===== config.mk =====
export PLATFORM = sky130hd
export DESIGN_NAME = axil_regbank_slave
export DESIGN_NICKNAME = d
export VERILOG_FILES = /design/src/rtl/axil_regbank_slave.sv
export SDC_FILE = /design/constraint.sdc
export NUM_CORES = 1
export LEC_CHECK = 0
export ABC_AREA = 1
export CAP_MARGIN = 15
export CORE_MARGIN = 2
export CORE_UTILIZATION = 57
export CTS_CLUSTER_DIAMETER = 30
export DETAILED_ROUTE_END_ITERATION = 10
export GPL_TIMING_DRIVEN = 0
export PLACE_DENSITY = 0.85
export SLEW_MARGIN = 20
export SYNTH_ARGS = -nofsm -noshare
export SYNTH_HDL_FRONTEND = slang
export SYNTH_SLANG_ARGS = --single-unit

===== constraint.sdc =====
create_clock -name aclk -period 2.4 [get_ports aclk]
set_clock_uncertainty 0.05 [all_clocks]
set_input_delay 0.24 -clock aclk [delete_from_list [all_inputs] [get_ports aclk]]
set_output_delay 0.24 -clock aclk [all_outputs]
set_load 0.02 [all_outputs]

===== src/rtl/axil_regbank_slave.sv =====
// AXI4-Lite slave register bank: control, status, free-running counter with compare,
// and four scratch registers. Write and read channels run independent FSMs.
//
// Ports:
//   aclk, aresetn        clock, asynchronous active-low reset
//   s_axi_aw*/w*/b*      AXI4-Lite write address, write data and write response channels
//   s_axi_ar*/r*         AXI4-Lite read address and read data channels
//   cnt_match            one-cycle pulse, registered COUNTER == COMPARE while enabled
//
// Map (addr[11:0]): 0x00 CTRL, 0x04 STATUS, 0x08 COUNTER, 0x0C COMPARE, 0x10-0x1C SCRATCH0-3.
// Offsets >= 0x20 or misaligned addresses respond SLVERR.
module axil_regbank_slave #(
  parameter int unsigned ADDR_WIDTH = 32,
  parameter int unsigned DATA_WIDTH = 32
) (
  input  logic                  aclk,
  input  logic                  aresetn,
  input  logic [ADDR_WIDTH-1:0] s_axi_awaddr,
  input  logic                  s_axi_awvalid,
  output logic                  s_axi_awready,
  input  logic [DATA_WIDTH-1:0] s_axi_wdata,
  input  logic                  s_axi_wvalid,
  output logic                  s_axi_wready,
  output logic [1:0]            s_axi_bresp,
  output logic                  s_axi_bvalid,
  input  logic                  s_axi_bready,
  input  logic [ADDR_WIDTH-1:0] s_axi_araddr,
  input  logic                  s_axi_arvalid,
  output logic                  s_axi_arready,
  output logic [DATA_WIDTH-1:0] s_axi_rdata,
  output logic [1:0]            s_axi_rresp,
  output logic                  s_axi_rvalid,
  input  logic                  s_axi_rready,
  output logic                  cnt_match
);

  localparam logic [1:0] RespOkay   = 2'b00;
  localparam logic [1:0] RespSlverr = 2'b10;

  typedef enum logic {WIdle, WResp} wstate_e;
  typedef enum logic {RIdle, RData} rstate_e;

  // Only offsets 0x00-0x1C, word aligned, are mapped.
  function automatic logic addr_err(input logic [11:0] a);
    return (|a[11:5]) | (|a[1:0]);
  endfunction

  // Upper address bits are not decoded.
  logic unused_addr;
  assign unused_addr = ^{s_axi_awaddr[ADDR_WIDTH-1:12], s_axi_araddr[ADDR_WIDTH-1:12]};

  // Write channel state
  wstate_e                wstate_q, wstate_d;
  logic                   aw_got_q, aw_got_d;
  logic                   w_got_q, w_got_d;
  logic [11:0]            awaddr_q, awaddr_d;
  logic [DATA_WIDTH-1:0]  wdata_q, wdata_d;
  logic                   awready_q, awready_d;
  logic                   wready_q, wready_d;
  logic                   bvalid_q, bvalid_d;
  logic [1:0]             bresp_q, bresp_d;

  // Read channel state
  rstate_e                rstate_q, rstate_d;
  logic                   arready_q, arready_d;
  logic                   rvalid_q, rvalid_d;
  logic [DATA_WIDTH-1:0]  rdata_q, rdata_d;
  logic [1:0]             rresp_q, rresp_d;

  // Register bank
  logic                   en_q, en_d;
  logic [7:0]             wcnt_q, wcnt_d;
  logic [DATA_WIDTH-1:0]  counter_q, counter_d;
  logic [DATA_WIDTH-1:0]  compare_q, compare_d;
  logic [3:0][DATA_WIDTH-1:0] scratch_q, scratch_d;
  logic                   match_q, match_d;

  logic                   aw_hs, w_hs, ar_hs;
  logic                   commit, commit_err, clr, ar_err;
  logic [11:0]            commit_addr, ar_off;
  logic [DATA_WIDTH-1:0]  commit_data, rd_val;

  assign aw_hs = s_axi_awvalid & awready_q;
  assign w_hs  = s_axi_wvalid & wready_q;
  assign ar_hs = s_axi_arvalid & arready_q;

  // The commit uses whichever of AW/W was captured earlier, else the live bus value.
  assign commit_addr = aw_got_q ? awaddr_q : s_axi_awaddr[11:0];
  assign commit_data = w_got_q ? wdata_q : s_axi_wdata;
  assign commit_err  = addr_err(commit_addr);

  assign ar_off = s_axi_araddr[11:0];
  assign ar_err = addr_err(ar_off);

  // Write FSM
  always_comb begin
    wstate_d  = wstate_q;
    aw_got_d  = aw_got_q;
    w_got_d   = w_got_q;
    awaddr_d  = awaddr_q;
    wdata_d   = wdata_q;
    awready_d = awready_q;
    wready_d  = wready_q;
    bvalid_d  = bvalid_q;
    bresp_d   = bresp_q;
    commit    = 1'b0;
    unique case (wstate_q)
      WIdle: begin
        if (aw_hs) begin
          aw_got_d = 1'b1;
          awaddr_d = s_axi_awaddr[11:0];
        end
        if (w_hs) begin
          w_got_d = 1'b1;
          wdata_d = s_axi_wdata;
        end
        if ((aw_got_q | aw_hs) && (w_got_q | w_hs)) begin
          commit    = 1'b1;
          wstate_d  = WResp;
          aw_got_d  = 1'b0;
          w_got_d   = 1'b0;
          awready_d = 1'b0;
          wready_d  = 1'b0;
          bvalid_d  = 1'b1;
          bresp_d   = commit_err ? RespSlverr : RespOkay;
        end else begin
          awready_d = ~(aw_got_q | aw_hs);
          wready_d  = ~(w_got_q | w_hs);
        end
      end
      WResp: begin
        if (s_axi_bready) begin
          wstate_d  = WIdle;
          bvalid_d  = 1'b0;
          awready_d = 1'b1;
          wready_d  = 1'b1;
        end
      end
    endcase
  end

  // Read mux of current register values
  always_comb begin
    rd_val = '0;
    unique case (ar_off[4:2])
      3'd0: rd_val[0] = en_q;
      3'd1: begin
        rd_val[0]    = en_q;
        rd_val[15:8] = wcnt_q;
      end
      3'd2:    rd_val = counter_q;
      3'd3:    rd_val = compare_q;
      default: rd_val = scratch_q[ar_off[3:2]];
    endcase
  end

  // Read FSM
  always_comb begin
    rstate_d  = rstate_q;
    arready_d = arready_q;
    rvalid_d  = rvalid_q;
    rdata_d   = rdata_q;
    rresp_d   = rresp_q;
    unique case (rstate_q)
      RIdle: begin
        arready_d = 1'b1;
        if (ar_hs) begin
          rstate_d  = RData;
          arready_d = 1'b0;
          rvalid_d  = 1'b1;
          rdata_d   = ar_err ? '0 : rd_val;
          rresp_d   = ar_err ? RespSlverr : RespOkay;
        end
      end
      RData: begin
        if (s_axi_rready) begin
          rstate_d  = RIdle;
          rvalid_d  = 1'b0;
          arready_d = 1'b1;
        end
      end
    endcase
  end

  // Register updates; counter priority is CLR > EN increment > hold.
  always_comb begin
    en_d      = en_q;
    compare_d = compare_q;
    scratch_d = scratch_q;
    wcnt_d    = wcnt_q;
    clr       = 1'b0;
    if (commit && !commit_err) begin
      wcnt_d = wcnt_q + 8'd1;
      unique case (commit_addr[4:2])
        3'd0: begin
          en_d = commit_data[0];
          clr  = commit_data[1];
        end
        3'd3:                   compare_d = commit_data;
        3'd4, 3'd5, 3'd6, 3'd7: scratch_d[commit_addr[3:2]] = commit_data;
        default: ; // STATUS and COUNTER ignore writes
      endcase
    end
    if (clr) begin
      counter_d = '0;
    end else if (en_q) begin
      counter_d = counter_q + DATA_WIDTH'(1);
    end else begin
      counter_d = counter_q;
    end
    match_d = en_q && (counter_q == compare_q);
  end

  always_ff @(posedge aclk or negedge aresetn) begin
    if (!aresetn) begin
      wstate_q  <= WIdle;
      aw_got_q  <= 1'b0;
      w_got_q   <= 1'b0;
      awaddr_q  <= '0;
      wdata_q   <= '0;
      awready_q <= 1'b0;
      wready_q  <= 1'b0;
      bvalid_q  <= 1'b0;
      bresp_q   <= RespOkay;
      rstate_q  <= RIdle;
      arready_q <= 1'b0;
      rvalid_q  <= 1'b0;
      rdata_q   <= '0;
      rresp_q   <= RespOkay;
      en_q      <= 1'b0;
      wcnt_q    <= '0;
      counter_q <= '0;
      compare_q <= '0;
      scratch_q <= '0;
      match_q   <= 1'b0;
    end else begin
      wstate_q  <= wstate_d;
      aw_got_q  <= aw_got_d;
      w_got_q   <= w_got_d;
      awaddr_q  <= awaddr_d;
      wdata_q   <= wdata_d;
      awready_q <= awready_d;
      wready_q  <= wready_d;
      bvalid_q  <= bvalid_d;
      bresp_q   <= bresp_d;
      rstate_q  <= rstate_d;
      arready_q <= arready_d;
      rvalid_q  <= rvalid_d;
      rdata_q   <= rdata_d;
      rresp_q   <= rresp_d;
      en_q      <= en_d;
      wcnt_q    <= wcnt_d;
      counter_q <= counter_d;
      compare_q <= compare_d;
      scratch_q <= scratch_d;
      match_q   <= match_d;
    end
  end

  assign s_axi_awready = awready_q;
  assign s_axi_wready  = wready_q;
  assign s_axi_bvalid  = bvalid_q;
  assign s_axi_bresp   = bresp_q;
  assign s_axi_arready = arready_q;
  assign s_axi_rvalid  = rvalid_q;
  assign s_axi_rdata   = rdata_q;
  assign s_axi_rresp   = rresp_q;
  assign cnt_match     = match_q;

endmodule


== After elaboration in Yosys (flattened, before gate mapping) ==
Cells that the tools add are included.

* Add/sub/neg operators: 2
* Multipliers: 0
* Div/mod/pow operators: 0
* $lt $le $gt $ge: 3
* Equal/unequal tests: 13
* Shift-type cells: 0
* Multiplexer cells: 43
* Bitwise logic cells: 11
* Reductions and logical operators: 27

{| class="wikitable"
|+ Operators with widths
! kind !! count
|-
| $mux 32 || 6
|-
| $bwmux 128 || 1
|-
| $bmux 32 s2 || 1
|-
| $demux 32 s2 || 1
|-
| $pmux 16 s3 || 1
|-
| $add 32x1->32 const B || 1
|-
| $eq 32x32->1 || 1
|-
| $pmux 8 s4 || 1
|-
| $reduce_and 2->1 || 11
|-
| $pmux 7 s3 || 1
|-
| $mux 1 || 20
|-
| $pmux 1 s2 || 7
|-
| $reduce_or 7->1 || 2
|-
| $eq 3x3->1 const B || 4
|-
| $mux 12 || 1
|-
| $eq 3x2->1 const B || 3
|-
| $add 8x1->8 const B || 1
|-
| $ne 2x2->1 const B || 4
|-
| $logic_not 3->1 || 2
|-
| $lt 2x3->1 const B || 2
|-
| $reduce_bool 2->1 || 3
|-
| $reduce_or 2->1 || 3
|-
| $logic_and 1x1->1 || 4
|-
| $mux 2 || 2
|-
| 8 further kinds || 16
|}

* Bits in registers: 291
* Bits in latches: 0
* Bits in writable memories: 0
* Bits in read-only memories: 0
* Input port bits: 103
* Output and inout bits: 42
* Word-level logic and storage cells: 122
* Memories kept: 0

== Depth between registers and ports, before layout ==
* Depth after elaboration: 8
* Gate-level depth with buffers: 11
* Depth with buffers taken out: 10

== Least setup slack after synthesis ==
No wires, ideal clock.

* Path type: register to register
* Start: register awready_q (netlist: s_axi_awready)
* End: register counter_q[1]
* Library setup time: 113 ps
* Arrival time: 1594 ps
* Required time: 2237 ps
* Path slack: 643 ps
* Stages on the path, launching flop included: 11
* Buffers on the path: 1
* Period minus slack after synthesis: 1757 ps
* Path through: dfrtp_1 > nand2_1 > nand2_2 > nand2_2 > a21oi_4 > nand2_4 > inv_6 > nand3_4 > buf_6 > nand2_1 > inv_1

* Cells in the longest elaborated chain, start to end: 8
* Elaborated cells on any way between the ends: 9
* Classes of those cells: mux: 4; bitwise: 2; reduce/logical: 3

{| class="wikitable"
|+ RTL lines
! what !! line !! text
|-
| start, declared || 58 || <nowiki>logic awready_q, awready_d;</nowiki>
|-
| start signal, assigned || 242 || <nowiki>awready_q <= awready_d;</nowiki>
|-
| $and 1x1->1 (*) || 83 || <nowiki>assign aw_hs = s_axi_awvalid & awready_q;</nowiki>
|-
| $or 1x1->1 (*) || 117 || <nowiki>if ((aw_got_q | aw_hs) && (w_got_q | w_hs)) begin</nowiki>
|-
| $logic_and 1x1->1 (*) || 117 ||
|-
| $mux 1 (*) || 117 ||
|-
| $mux 1 (*) || 107 || <nowiki>unique case (wstate_q)</nowiki>
|-
| $logic_and 1x1->1 (*) || 192 || <nowiki>if (commit && !commit_err) begin</nowiki>
|-
| $mux 1 (*) || 192 ||
|-
| $mux 32 / $reduce_bool 2->1 (equally long branches) || - ||
|-
| end signal, assigned || 253 || <nowiki>counter_q <= counter_d;</nowiki>
|-
| end, declared || 73 || <nowiki>logic [DATA_WIDTH-1:0] counter_q, counter_d;</nowiki>
|}

Mark *: on every way between the ends. The rest lies on a longest branch, timed or not.
A chain may end at the register's enable or synchronous reset.

== Final worst setup path ==
* Start: input port s_axi_araddr[2]
* End: register rdata_q[16] (netlist: s_axi_rdata[16])

* Cells in the longest elaborated chain, start to end: 4
* Elaborated cells on any way between the ends: 9
* Classes of those cells: eq/ne: 3; mux: 4; reduce/logical: 2

{| class="wikitable"
|+ RTL lines
! what !! line !! text
|-
| start, declared || 27 || <nowiki>input logic [ADDR_WIDTH-1:0] s_axi_araddr,</nowiki>
|-
| $bmux 32 s2 (tied with other cells) || 153 || <nowiki>default: rd_val = scratch_q[ar_off[3:2]];</nowiki>
|-
| $mux 32 (implied by the code) / $reduce_or 2->1 (equally long branches) || - ||
|-
| $pmux 16 s3 (*) || 145 || <nowiki>unique case (ar_off[4:2])</nowiki>
|-
| $mux 32 (*) || 171 || <nowiki>rdata_d = ar_err ? '0 : rd_val;</nowiki>
|-
| end signal, assigned || 249 || <nowiki>rdata_q <= rdata_d;</nowiki>
|-
| end, declared || 67 || <nowiki>logic [DATA_WIDTH-1:0] rdata_q, rdata_d;</nowiki>
|}

Mark *: on every way between the ends. The rest lies on a longest branch, timed or not. The select of a mux whose other input is x is not followed.

==> run metrics <==
outcome finished clean; Power Total 17300 uW; post-route minimum period 2.32 ns; clock sinks 289; Initial Util 0.582; Post-DP Area 15700 um2; layout net count 1986; Max Slew Vio Count 0; yosys warns 0; Slew Limit Headroom 0.494; dpl hpwl 30000 um; largest buffer count on any clock path 3; distinct cell type count after synthesis 41; vias per inst 5.91; unrepaired setup endpoints after global routing false; max-cap check violation count 0; initial antenna violation count 0; maximum VDD drop 0.916 mV; remaining global-route overflow 0; Required @ worst endpoint 2.84 ns; main flop type after synthesis dfrtp_1; final setup vio count 0; Die Span Y 162 um; sequential share of the synthesized area 0.511; period utilization 0.967; CP max-delay cell clkdlybuf4s50_1; RR Endpoint scratch_q[122]; kind of cell with the highest combined delay on the critical path buffers and inverters; ys async rst share 1.00; static leakage 0.00870 uW; most frequent cells in the layout nand2_1 (520), dfrtp_1 (289), inv_1 (180), o21ai_0 (122), clkdlybuf4s50_1 (101); critical path class in2reg; root buffer cell clkbuf_16; Max FO, Critical Path 10; vias in the first global route 13100; Final Wtd Congestion 0.994; Avg WL per Cell 19.6 um; critical path arrival 2.76 ns; first-pass GRT wire length 69900 um; largest stage delay on the critical path 0.58 ns; Final Cell Area 17700 um2; EDFF count, synth 0; r2r startpoint aw_got_q; Critical Path Sink Type flip-flop; Area Growth Syn to Fin 25.4%; crit path cell chain clkdlybuf4s50_1 -> nor2_1 -> inv_2 -> buf_1 -> o22ai_1 -> o21ai_0 -> nand3_1 -> nand2_1; synthesis-stage register bit count 289; GRT Resource Usage Total 0.343; Core ar. 24300 um2; Worst-Margin Slew 0.752 ns; R2R Setup Slk 0.20 ns; Port Buffers 102; Iteration-0 DRC Markers 1822; H-tree depth 2; buffers and inverters on the worst path 3; commonest non-fill, non-tap cell in the layout nand2_1; clk_lat worst skew 0.58 ns; Syn Inst Count 1716; CTS tree built; die area 26100 um2; final wirelength 44100 um; Residual DRC 0; num rows 57; IO Pins 145; Clk pin slew, worst setup/hold paths 0.05 ns; worst reg2reg path depth 9; DIE WIDTH 162 um; PD cells 973 nW/um2; Syn Area/Cell 8.24 um2; Ant. Diodes 0; mapped cell area 14100 um2; Pre-antenna DRT Iters 6; fmax 431 MHz; Worst Setup Start Kind input pin; TritonCTS buffer count 56; Post-Route Utilization 0.730; layout cell share with drive strength beyond 1 0.106; pin count of the biggest net entering global routing 92; endpoints failing hold 0; number of routed nets with antenna violations 0; Hold Crit Class in2async; vias 13300
[routing by layer]
metal | GRT usage | up-vias | routed length (um)
li1 | - | 5934 | -
met1 | 0.447 | 6327 | 16800
met2 | 0.558 | 857 | 20600
met3 | 0.0706 | 180 | 4680
met4 | 0.149 | 0 | 2080
met5 | 0 | - | 0
[state kept, by name (all words and copies together), names as in the netlist]
register,cells
scratch_q,128
compare_q,32
counter_q,32
s_axi_rdata,32
wdata_q,32
awaddr_q,12
wcnt_q,8
aw_got_q,1
cnt_match,1
en_q,1
rstate_q,1
s_axi_arready,1
s_axi_awready,1
s_axi_bresp,1
s_axi_bvalid,1
s_axi_rresp,1
s_axi_rvalid,1
s_axi_wready,1
w_got_q,1
wstate_q,1
[kinds of logic after synthesis]
| group | Yosys count | synth area share |
|---|---|---|
| adder cells (fa/ha/maj) | 2 | 0.00177 |
| buffers and inverters | 276 | 0.0914 |
| other | 1 | 0.000265 |
| AND/OR/NAND/NOR | 751 | 0.221 |
| AO/OA/AOI/OAI | 360 | 0.151 |
| XOR/XNOR | 37 | 0.0229 |
| flip-flops | 289 | 0.511 |
[how the worst max path moves through the flow]
stage                     from              end  slack (ns)  cells past startpoint
2_1_floorplan    s_axi_awready     counter_q[1]        0.64                     10
3_3_place_gp           aresetn      wdata_q[22]      -10.90                      1
6_report       s_axi_araddr[2]  s_axi_rdata[16]        0.08                      8
3_5_place_dp     s_axi_arvalid  s_axi_rdata[20]       -0.40                      8
5_1_grt        s_axi_araddr[2]  s_axi_rdata[16]        0.01                      8
4_1_cts               rstate_q  s_axi_rdata[22]        0.04                      8
[cell type report]
cell class              instances  area (um2)
repair buffers                106        1120
flip-flops and latches        289        7230
clock buffers                  66        1490
multi-input cells            1152        5630
well taps                     324         405
fillers                      1723        6580
inverters                     188         711
plain buffers                  88         586
clock inverters                38         568
[report_power, final]
part	total, uW	leakage (uW)	switching, uW	internal, uW
combinational	2990	0.00386	2150	839
sequential	5820	0.00386	353	5470
clock	8450	0.000984	2790	5660
total	17300	0.00870	5290	12000
[synth_stat cells, types with 6 or more instances]
cell type | n | share of area
inv_1 | 180 | 0.048
xor2_1 | 31 | 0.019
xnor2_1 | 6 | 0.0037
buf_6 | 29 | 0.023
nand3_1 | 99 | 0.035
clkbuf_1 | 41 | 0.011
o211ai_1 | 7 | 0.0037
o2111ai_1 | 8 | 0.0050
inv_2 | 6 | 0.0016
nand2_1 | 520 | 0.14
nand4_1 | 15 | 0.0066
nor2_1 | 91 | 0.024
nor3_1 | 6 | 0.0021
o22ai_1 | 69 | 0.031
o21ai_0 | 122 | 0.043
buf_2 | 6 | 0.0021
o21ai_1 | 98 | 0.035
buf_4 | 7 | 0.0037
o21ai_2 | 33 | 0.020
dfrtp_1 | 289 | 0.51
o221ai_1 | 15 | 0.0093
[per-stage QoR]
stage          setup TNS (ns)  setup WS (ns)  cells  hold WS, ns
2_1_floorplan               0          0.643   1717       -0.106
3_3_place_gp         -3151.94         -10.90   2143        0.379
4_1_cts                     0         0.0446   2251        0.129
3_5_place_dp            -8.65         -0.403   2146        0.113
6_report                    0         0.0788   2251        0.115
5_1_grt                     0         0.0117   2251        0.154
[repair_timing]
action,in CTS,in global routing
endpoints found under the setup margin,10,11
hold buffers,1,0
setup buffers,0,0
resized for setup,2,4
endpoints found under the hold margin,204,0
Power figures use the tool's default switching activity.
